### src/rtl/irq_cmd_master_pkg.sv
// Shared encodings, field layout and state types for the irqctrl command-port master.
package irq_cmd_master_pkg;

    typedef enum logic [1:0] {
        CMDDEVRDY = 2'b00,
        CMDACKIRQ = 2'b01,
        CMDINTDST = 2'b10,
        CMDENAIRQ = 2'b11
    } irq_cmd_e;

    localparam int CMD_LSB = 0;
    localparam int CMD_W   = 2;
    localparam int EN_BIT  = 2;
    localparam int IDX_LSB = 3;

    // Sentinels live at the widest supported arg width; users keep the low bits.
    localparam int                  MAX_ARGW   = 62;
    localparam logic [MAX_ARGW-1:0] SRC_INTDST = {MAX_ARGW{1'b1}};
    localparam logic [MAX_ARGW-1:0] SRC_NONE   = {{(MAX_ARGW-1){1'b1}}, 1'b0};

    typedef enum logic [2:0] {
        ST_IDLE,
        ST_P1RD,
        ST_P1WR,
        ST_P1CHK,
        ST_P2RD,
        ST_P2WR,
        ST_DONE
    } cmd_state_e;

    typedef enum logic [1:0] {
        BT_IDLE,
        BT_REQ,
        BT_WAIT
    } beat_state_e;

    function automatic logic is_devrdy(input logic [CMD_W-1:0] status);
        return status == CMDDEVRDY;
    endfunction

endpackage

### src/rtl/irq_cmd_master_wb_beat_master.sv
// Single wishbone beat: holds stb until accepted (!bsy), then waits for ack.
module irq_cmd_master_wb_beat_master
    import irq_cmd_master_pkg::*;
#(
    parameter int DW = 16
) (
    input  logic          clk_i,
    input  logic          rst_ni,
    input  logic          start,
    input  logic          we,
    input  logic [DW-1:0] wdat,
    output logic          stb,
    output logic          we_q,
    output logic [DW-1:0] dat_q,
    input  logic          bsy,
    input  logic          ack,
    input  logic [DW-1:0] dat_in,
    output logic          done,
    output logic [DW-1:0] rdat
);

    beat_state_e bstate;

    always_ff @(posedge clk_i or negedge rst_ni) begin
        if (!rst_ni) begin
            bstate <= BT_IDLE;
            stb    <= 1'b0;
            we_q   <= 1'b0;
            dat_q  <= '0;
            done   <= 1'b0;
            rdat   <= '0;
        end else begin
            done <= 1'b0;
            case (bstate)
                BT_IDLE: begin
                    if (start) begin
                        stb    <= 1'b1;
                        we_q   <= we;
                        dat_q  <= wdat;
                        bstate <= BT_REQ;
                    end
                end
                BT_REQ: begin
                    if (!bsy) begin
                        stb <= 1'b0;
                        // A zero-wait slave may ack on the accepting edge.
                        if (ack) begin
                            done   <= 1'b1;
                            bstate <= BT_IDLE;
                            if (!we_q) rdat <= dat_in;
                        end else begin
                            bstate <= BT_WAIT;
                        end
                    end
                end
                BT_WAIT: begin
                    if (ack) begin
                        done   <= 1'b1;
                        bstate <= BT_IDLE;
                        if (!we_q) rdat <= dat_in;
                    end
                end
                default: bstate <= BT_IDLE;
            endcase
        end
    end

endmodule

### src/rtl/irq_cmd_master.sv
// Drives the interrupt controller's two-phase atomic command protocol for a local
// requester or, in auto-ack mode, for this destination's own irq strobe.
module irq_cmd_master
    import irq_cmd_master_pkg::*;
#(
    parameter int ARCHBITSZ = 16,
    parameter int CTRLADDR  = 0,
    parameter int DSTIDX    = 0,
    parameter int MAXRETRY  = 15,
    parameter int AUTOACK   = 1
) (
    input  logic                                        clk_i,
    input  logic                                        rst_ni,
    output logic                                        wb_cyc_o,
    output logic                                        wb_stb_o,
    output logic                                        wb_we_o,
    output logic [ARCHBITSZ-$clog2(ARCHBITSZ/8)-1:0]    wb_addr_o,
    output logic [ARCHBITSZ/8-1:0]                      wb_sel_o,
    output logic [ARCHBITSZ-1:0]                        wb_dat_o,
    input  logic                                        wb_bsy_i,
    input  logic                                        wb_ack_i,
    input  logic [ARCHBITSZ-1:0]                        wb_dat_i,
    input  logic                                        req_stb_i,
    input  logic [1:0]                                  req_cmd_i,
    input  logic [ARCHBITSZ-3:0]                        req_arg_i,
    output logic                                        req_rdy_o,
    output logic                                        rsp_stb_o,
    output logic [ARCHBITSZ-1:0]                        rsp_dat_o,
    output logic                                        rsp_err_o,
    input  logic                                        irq_stb_i,
    output logic                                        irq_rdy_o,
    output logic                                        irq_src_stb_o,
    output logic [ARCHBITSZ-3:0]                        irq_src_o
);

    localparam int AW   = ARCHBITSZ - $clog2(ARCHBITSZ/8);
    localparam int ARGW = ARCHBITSZ - 2;
    localparam logic [ARCHBITSZ-1:0] ACK_WORD = (ARCHBITSZ'(DSTIDX) << IDX_LSB)
                                              | (ARCHBITSZ'(1) << EN_BIT)
                                              | ARCHBITSZ'(CMDACKIRQ);

    cmd_state_e           state;
    logic [ARCHBITSZ-1:0] word;
    logic                 is_irq;
    logic                 err_flag;
    logic [7:0]           retry_cnt;
    logic [7:0]           retry_nxt;
    logic                 beat_start;
    logic                 beat_we;
    logic [ARCHBITSZ-1:0] beat_wdat;
    logic                 beat_done;
    logic [ARCHBITSZ-1:0] beat_rdat;

    assign wb_addr_o = AW'(CTRLADDR);
    assign wb_sel_o  = '1;
    assign retry_nxt = retry_cnt + 8'd1;

    irq_cmd_master_wb_beat_master #(.DW(ARCHBITSZ)) u_beat (
        .clk_i  (clk_i),
        .rst_ni (rst_ni),
        .start  (beat_start),
        .we     (beat_we),
        .wdat   (beat_wdat),
        .stb    (wb_stb_o),
        .we_q   (wb_we_o),
        .dat_q  (wb_dat_o),
        .bsy    (wb_bsy_i),
        .ack    (wb_ack_i),
        .dat_in (wb_dat_i),
        .done   (beat_done),
        .rdat   (beat_rdat)
    );

    always_ff @(posedge clk_i or negedge rst_ni) begin
        if (!rst_ni) begin
            state         <= ST_IDLE;
            word          <= '0;
            is_irq        <= 1'b0;
            err_flag      <= 1'b0;
            retry_cnt     <= '0;
            beat_start    <= 1'b0;
            beat_we       <= 1'b0;
            beat_wdat     <= '0;
            wb_cyc_o      <= 1'b0;
            req_rdy_o     <= 1'b1;
            rsp_stb_o     <= 1'b0;
            rsp_dat_o     <= '0;
            rsp_err_o     <= 1'b0;
            irq_rdy_o     <= 1'b1;
            irq_src_stb_o <= 1'b0;
            irq_src_o     <= '0;
        end else begin
            beat_start <= 1'b0;
            case (state)
                ST_IDLE: begin
                    // First idle cycle after DONE retires the pulses and reopens both ports.
                    rsp_stb_o     <= 1'b0;
                    irq_src_stb_o <= 1'b0;
                    req_rdy_o     <= 1'b1;
                    irq_rdy_o     <= 1'b1;
                    if (AUTOACK != 0 && irq_stb_i && irq_rdy_o && req_rdy_o) begin
                        word       <= ACK_WORD;
                        is_irq     <= 1'b1;
                        irq_rdy_o  <= 1'b0;
                        req_rdy_o  <= 1'b0;
                        wb_cyc_o   <= 1'b1;
                        beat_start <= 1'b1;
                        beat_we    <= 1'b0;
                        state      <= ST_P1RD;
                    end else if (req_stb_i && req_rdy_o) begin
                        word       <= {req_arg_i, req_cmd_i};
                        is_irq     <= 1'b0;
                        req_rdy_o  <= 1'b0;
                        wb_cyc_o   <= 1'b1;
                        beat_start <= 1'b1;
                        beat_we    <= 1'b0;
                        state      <= ST_P1RD;
                    end
                end
                ST_P1RD: begin
                    if (beat_done) begin
                        beat_start <= 1'b1;
                        beat_we    <= 1'b1;
                        beat_wdat  <= word;
                        state      <= ST_P1WR;
                    end
                end
                ST_P1WR: begin
                    if (beat_done) begin
                        wb_cyc_o <= 1'b0;
                        state    <= ST_P1CHK;
                    end
                end
                ST_P1CHK: begin
                    if (is_devrdy(beat_rdat[CMD_LSB +: CMD_W])) begin
                        wb_cyc_o   <= 1'b1;
                        beat_start <= 1'b1;
                        beat_we    <= 1'b0;
                        state      <= ST_P2RD;
                    end else begin
                        retry_cnt <= retry_nxt;
                        if (retry_nxt == 8'(MAXRETRY)) begin
                            err_flag <= 1'b1;
                            state    <= ST_DONE;
                        end else begin
                            wb_cyc_o   <= 1'b1;
                            beat_start <= 1'b1;
                            beat_we    <= 1'b0;
                            state      <= ST_P1RD;
                        end
                    end
                end
                ST_P2RD: begin
                    if (beat_done) begin
                        rsp_dat_o  <= beat_rdat;
                        beat_start <= 1'b1;
                        beat_we    <= 1'b1;
                        beat_wdat  <= ARCHBITSZ'(CMDDEVRDY);
                        state      <= ST_P2WR;
                    end
                end
                ST_P2WR: begin
                    if (beat_done) begin
                        wb_cyc_o <= 1'b0;
                        state    <= ST_DONE;
                    end
                end
                ST_DONE: begin
                    if (is_irq) begin
                        irq_src_stb_o <= 1'b1;
                        irq_src_o     <= err_flag ? SRC_NONE[ARGW-1:0]
                                                  : rsp_dat_o[ARCHBITSZ-1:CMD_W];
                    end else begin
                        rsp_stb_o <= 1'b1;
                        rsp_err_o <= err_flag;
                    end
                    retry_cnt <= '0;
                    err_flag  <= 1'b0;
                    state     <= ST_IDLE;
                end
                default: state <= ST_IDLE;
            endcase
        end
    end

endmodule

### config.mk
export PLATFORM = sky130hd
export DESIGN_NAME = irq_cmd_master
export DESIGN_NICKNAME = d
export VERILOG_FILES = /design/src/rtl/irq_cmd_master_pkg.sv /design/src/rtl/irq_cmd_master_wb_beat_master.sv /design/src/rtl/irq_cmd_master.sv
export SDC_FILE = /design/constraint.sdc
export NUM_CORES = 1
export LEC_CHECK = 0
export ABC_CLOCK_PERIOD_IN_PS = 3200
export BUFFER_PORTS_ARGS = -buffer_cell sky130_fd_sc_hd__buf_2
export CAP_MARGIN = 20
export CORE_MARGIN = 2
export CORE_UTILIZATION = 40
export CTS_BUF_LIST = sky130_fd_sc_hd__clkbuf_8
export DETAILED_ROUTE_END_ITERATION = 7
export PLACE_DENSITY_LB_ADDON = 0.1
export SLEW_MARGIN = 20
export SYNTH_ARGS = -nofsm -noshare
export SYNTH_HDL_FRONTEND = slang
export SYNTH_SLANG_ARGS = --single-unit
### constraint.sdc
create_clock -name clk_i -period 3.2 [get_ports clk_i]
set_input_delay 0.32 -clock clk_i [delete_from_list [all_inputs] [get_ports clk_i]]
set_output_delay 0.32 -clock clk_i [all_outputs]
set_load 0.02 [all_outputs]
==> results by group <==
Floorplanning
  • Die width: 117 µm
  • Site Rows: 41
  • DIE HEIGHT: 117 µm
  • Die ar.: 0.0137 mm²
  • Initial Utilization: 40.7%
  • Top Ports: 109
  • Core area: 0.0125 mm²

Yosys
  • Xor/xnor share of the synthesized area: 0.516%
  • Largest family of logic cells by synthesized area: simple AND/OR/NAND/NOR gates
  • Syn Area/Cell: 11.5 µm²
  • Warnings from Yosys: 0
  • EDFF count, synth: 0
  • Adder-Cell Fraction of Synth Area: 1.23%
  • Simple-Gate Fraction of Synth Area: 12.8%
  • Complex-gate fraction of the synthesized area: 9.65%
  • Register area share after synthesis: 59.0%
  • Unique masters post-synth: 48
  • Post-synthesis mux area share: 11.5%
  • #FFs+latches synth: 120
  • Post-synth ARST share: 100%
  • Synth Instances: 444
  • Cell area after synthesis: 0.00509 mm²
  • Predominant post-synthesis flop cell: dfrtp_1

Run status
  • Outcome: completed

Final layout
  • Antenna cells: 0
  • Share of cells above drive strength 1: 33.0%
  • # nets final: 579
  • Final Util: 48.2%
  • Area Overhead vs Synth: 18.5%
  • Fill cells: 1208

Global routing
  • Vias in the first global route: 3470
  • First-pass GRT wire length: 17300 µm
  • Global-route usage over all layers: 16.7%
  • Largest net degree at the start of global routing: 62
  • Initial antenna violation count: 0
  • Final global-route overflow total: 0

Timing
  • Final setup margin: 1.01 ns
  • Final slew viol count: 0
  • Post-route minimum period: 2.19 ns
  • Final hold vios: 0
  • Highest Clock Rate: 457 MHz
  • Relative slew slack: 37.7%
  • Worst-Margin Slew: 0.931 ns
  • Clock Skews: 0.00852 ns
  • RSZ-0062 raised after global routing: false
  • Setup_tns: 0 ns
  • Final period util: 68.4%
  • Finish-stage setup viols: 0

Setup path
  • Crit. path cell count: 4
  • Critical path's largest stage delay: 0.75 ns
  • Startpoint Class: flip-flop
  • Worst r2r path cells: 4
  • WP buf/inv: 0
  • Slowest cell on the critical path: nor2_1
  • Crit Path Category: reg -> reg
  • Crit Path Max Fanout: 14
  • Crit path arrival time: 2.54 ns
  • Family with the most delay on the worst path: simple AND/OR/NAND/NOR gates
  • Worst Path Required: 3.55 ns
  • Crit-path cells: nor3_1 > nand3_1 > nor2_1 > a22o_1
  • R2R Setup Slk: 1.01 ns
  • Setup crit end kind: flip-flop

Route
  • Post-route ant nets: 0
  • DRC violations left: 0
  • Drt via density: 4.83
  • Avg WL per Cell: 14.7 µm
  • Detailed-route via count: 3485
  • Drt total wl: 10600 µm
  • Initial DRC Count: 192
  • First-pass detailed-route iteration total: 4

Min path
  • Worst hold path type: in -> reg
  • WHS Path Cells: 2

Power
  • Internal: 3.46 mW
  • Sw Pwr: 1.79 mW
  • Seq pwr share: 45.2%
  • Power density of the placed cells: 869 mW/mm²
  • Worst VDD drop: 0.537 mV
  • Sw Ratio: 34.1%
  • Tot Pwr: 5.25 mW
  • Clock Power Share: 24.9%
  • Pleak: 3.07 nW
  • Combinational share of power: 29.9%

Clock tree
  • H-tree depth: 4
  • Reg clk slew, reported paths: 0.07 ns
  • Num Clock Sinks: 120
  • Clk buf depth: 2
  • Latest clock arrival within the worst-skew pair: 0.42 ns
  • TritonCTS clock tree: built
  • Root buf cell: clkbuf_8
  • CTS buffer count: 17

Place
  • PortBufs: 91
  • Pre-CTS WS: 1.06 ns
  • DP HPWL: 7240 µm
  • Placer Congestion: 0.799

Flow run
  • MaxCap Viol Count: 0
==> what timing repair did <==
item | in CTS | in global routing
endpoints found under the hold margin | 5 | 0
hold buffers | 1 | 0
buffers inserted | 0 | 0
resized for setup | 0 | 0
==> state kept, by name, indices dropped and copies added (netlist names), 3 cells and up <==
name / count
retry_cnt: 8
rsp_dat_o: 16
state: 3
word: 16
u_beat.rdat: 16
irq_src_o: 14
u_beat.dat_q: 16
beat_wdat: 16
==> power groups by stage <==
stage / registers [mW] / clock network, mW / logic [mW]
floorplan: 2.57 / 0 / 0.929
global placement: 2.38 / 0 / 1.56
detailed placement: 2.40 / 0 / 1.59
CTS: 2.38 / 1.35 / 1.60
global route: 2.45 / 1.42 / 1.76
finish: 2.37 / 1.31 / 1.57
==> worst paths after layout <==
kind | end | startpoint
min in group asynchronous | u_beat.dat_q[2]$_DFFE_PN0P_ | rst_ni
worst min register to register | beat_wdat[11]$_DFFE_PN0P_ | beat_wdat[11]$_DFFE_PN0P_
worst max register to register | word[7]$_DFFE_PN0P_ | state[2]$_DFFE_PN0P_
worst min-delay path | u_beat.rdat[15]$_DFFE_PN0P_ | wb_dat_i[15]
max in group asynchronous | irq_rdy_o$_DFFE_PN1P_ | rst_ni
worst max-delay path | word[7]$_DFFE_PN0P_ | state[2]$_DFFE_PN0P_
==> layout by cell type (no fill, tap or decap), types with 2 or more instances in the layout <==
cell       count
buf_2         90
nand4_1        2
dfrtp_1      118
and2_1         3
conb_1        17
o31ai_1        2
clkinv_2       6
dfstp_2        2
nand3b_1       5
nor2b_1        3
nor2_1        21
a21oi_1        9
ha_1           5
nand2b_1       5
nand2_1       62
buf_4          2
a22o_1        14
o32a_1         2
o21ai_0       27
nor3_1         6
inv_1         15
xor2_1         2
and3_1         3
mux2_2        51
nand3_1       25
clkbuf_8      20
or3_1          2
bufinv_16      2
a21o_1         3
==> layout make-up <==
type                            count  area (µm²)  area share [%]
Multi-Input combinational cell    290        1880            31.2
Inverter                           12        45.0           0.746
Tap cell                          172         215            3.56
Clock inverter                     12         109            1.80
Clock buffer                       20         275            4.56
Sequential cell                   120        3010            49.8
Timing Repair Buffer               95         507            8.39
==> synthesized netlist by cell type (all sizes together) (2+ instances only) <==
cell type	count	area, µm²
nand2	62	233
xor2	2	17.5
and2	3	18.8
o32a	2	20.0
clkbuf	11	41.3
inv	12	45.0
nor3	6	30.0
dfrtp	118	2950
nor2b	3	18.8
or3	3	23.8
and3	3	18.8
dfstp	2	52.6
nor2	22	85.1
nand4	2	12.5
o21ai	28	140
ha	5	62.6
nand3	25	125
a21oi	9	45.0
mux2	51	574
nand2b	5	31.3
buf	26	179
conb	2	7.51
a21o	3	22.5
nand3b	5	37.5
o31ai	2	15.0
a22o	14	123
==> kinds of logic after synthesis <==
kind of cell | Yosys count
XOR/XNOR | 3
AO/OA/AOI/OAI | 72
other | 2
flip-flops | 120
buffers and inverters | 49
adder cells (fa/ha/maj) | 5
multiplexers | 52
AND/OR/NAND/NOR | 141
==> stage by stage <==
stage          area, µm²  cells  hold slack (ns)
3_3_place_gp        5630    687            0.449
5_1_grt             6040    721            0.103
2_1_floorplan       5150    459           0.0244
6_report            6040    721            0.131
4_1_cts             6030    720           0.0991
3_5_place_dp        5630    687            0.453
==> layer usage <==
metal,up-vias,GRT usage (%),share of wire (%)
met4,0,4.71,0.83
li1,1691,-,-
met2,93,24.8,45
met5,-,0,0
met3,7,5.92,6.2
met1,1694,23.1,48
(Power assumes the default switching activity.)
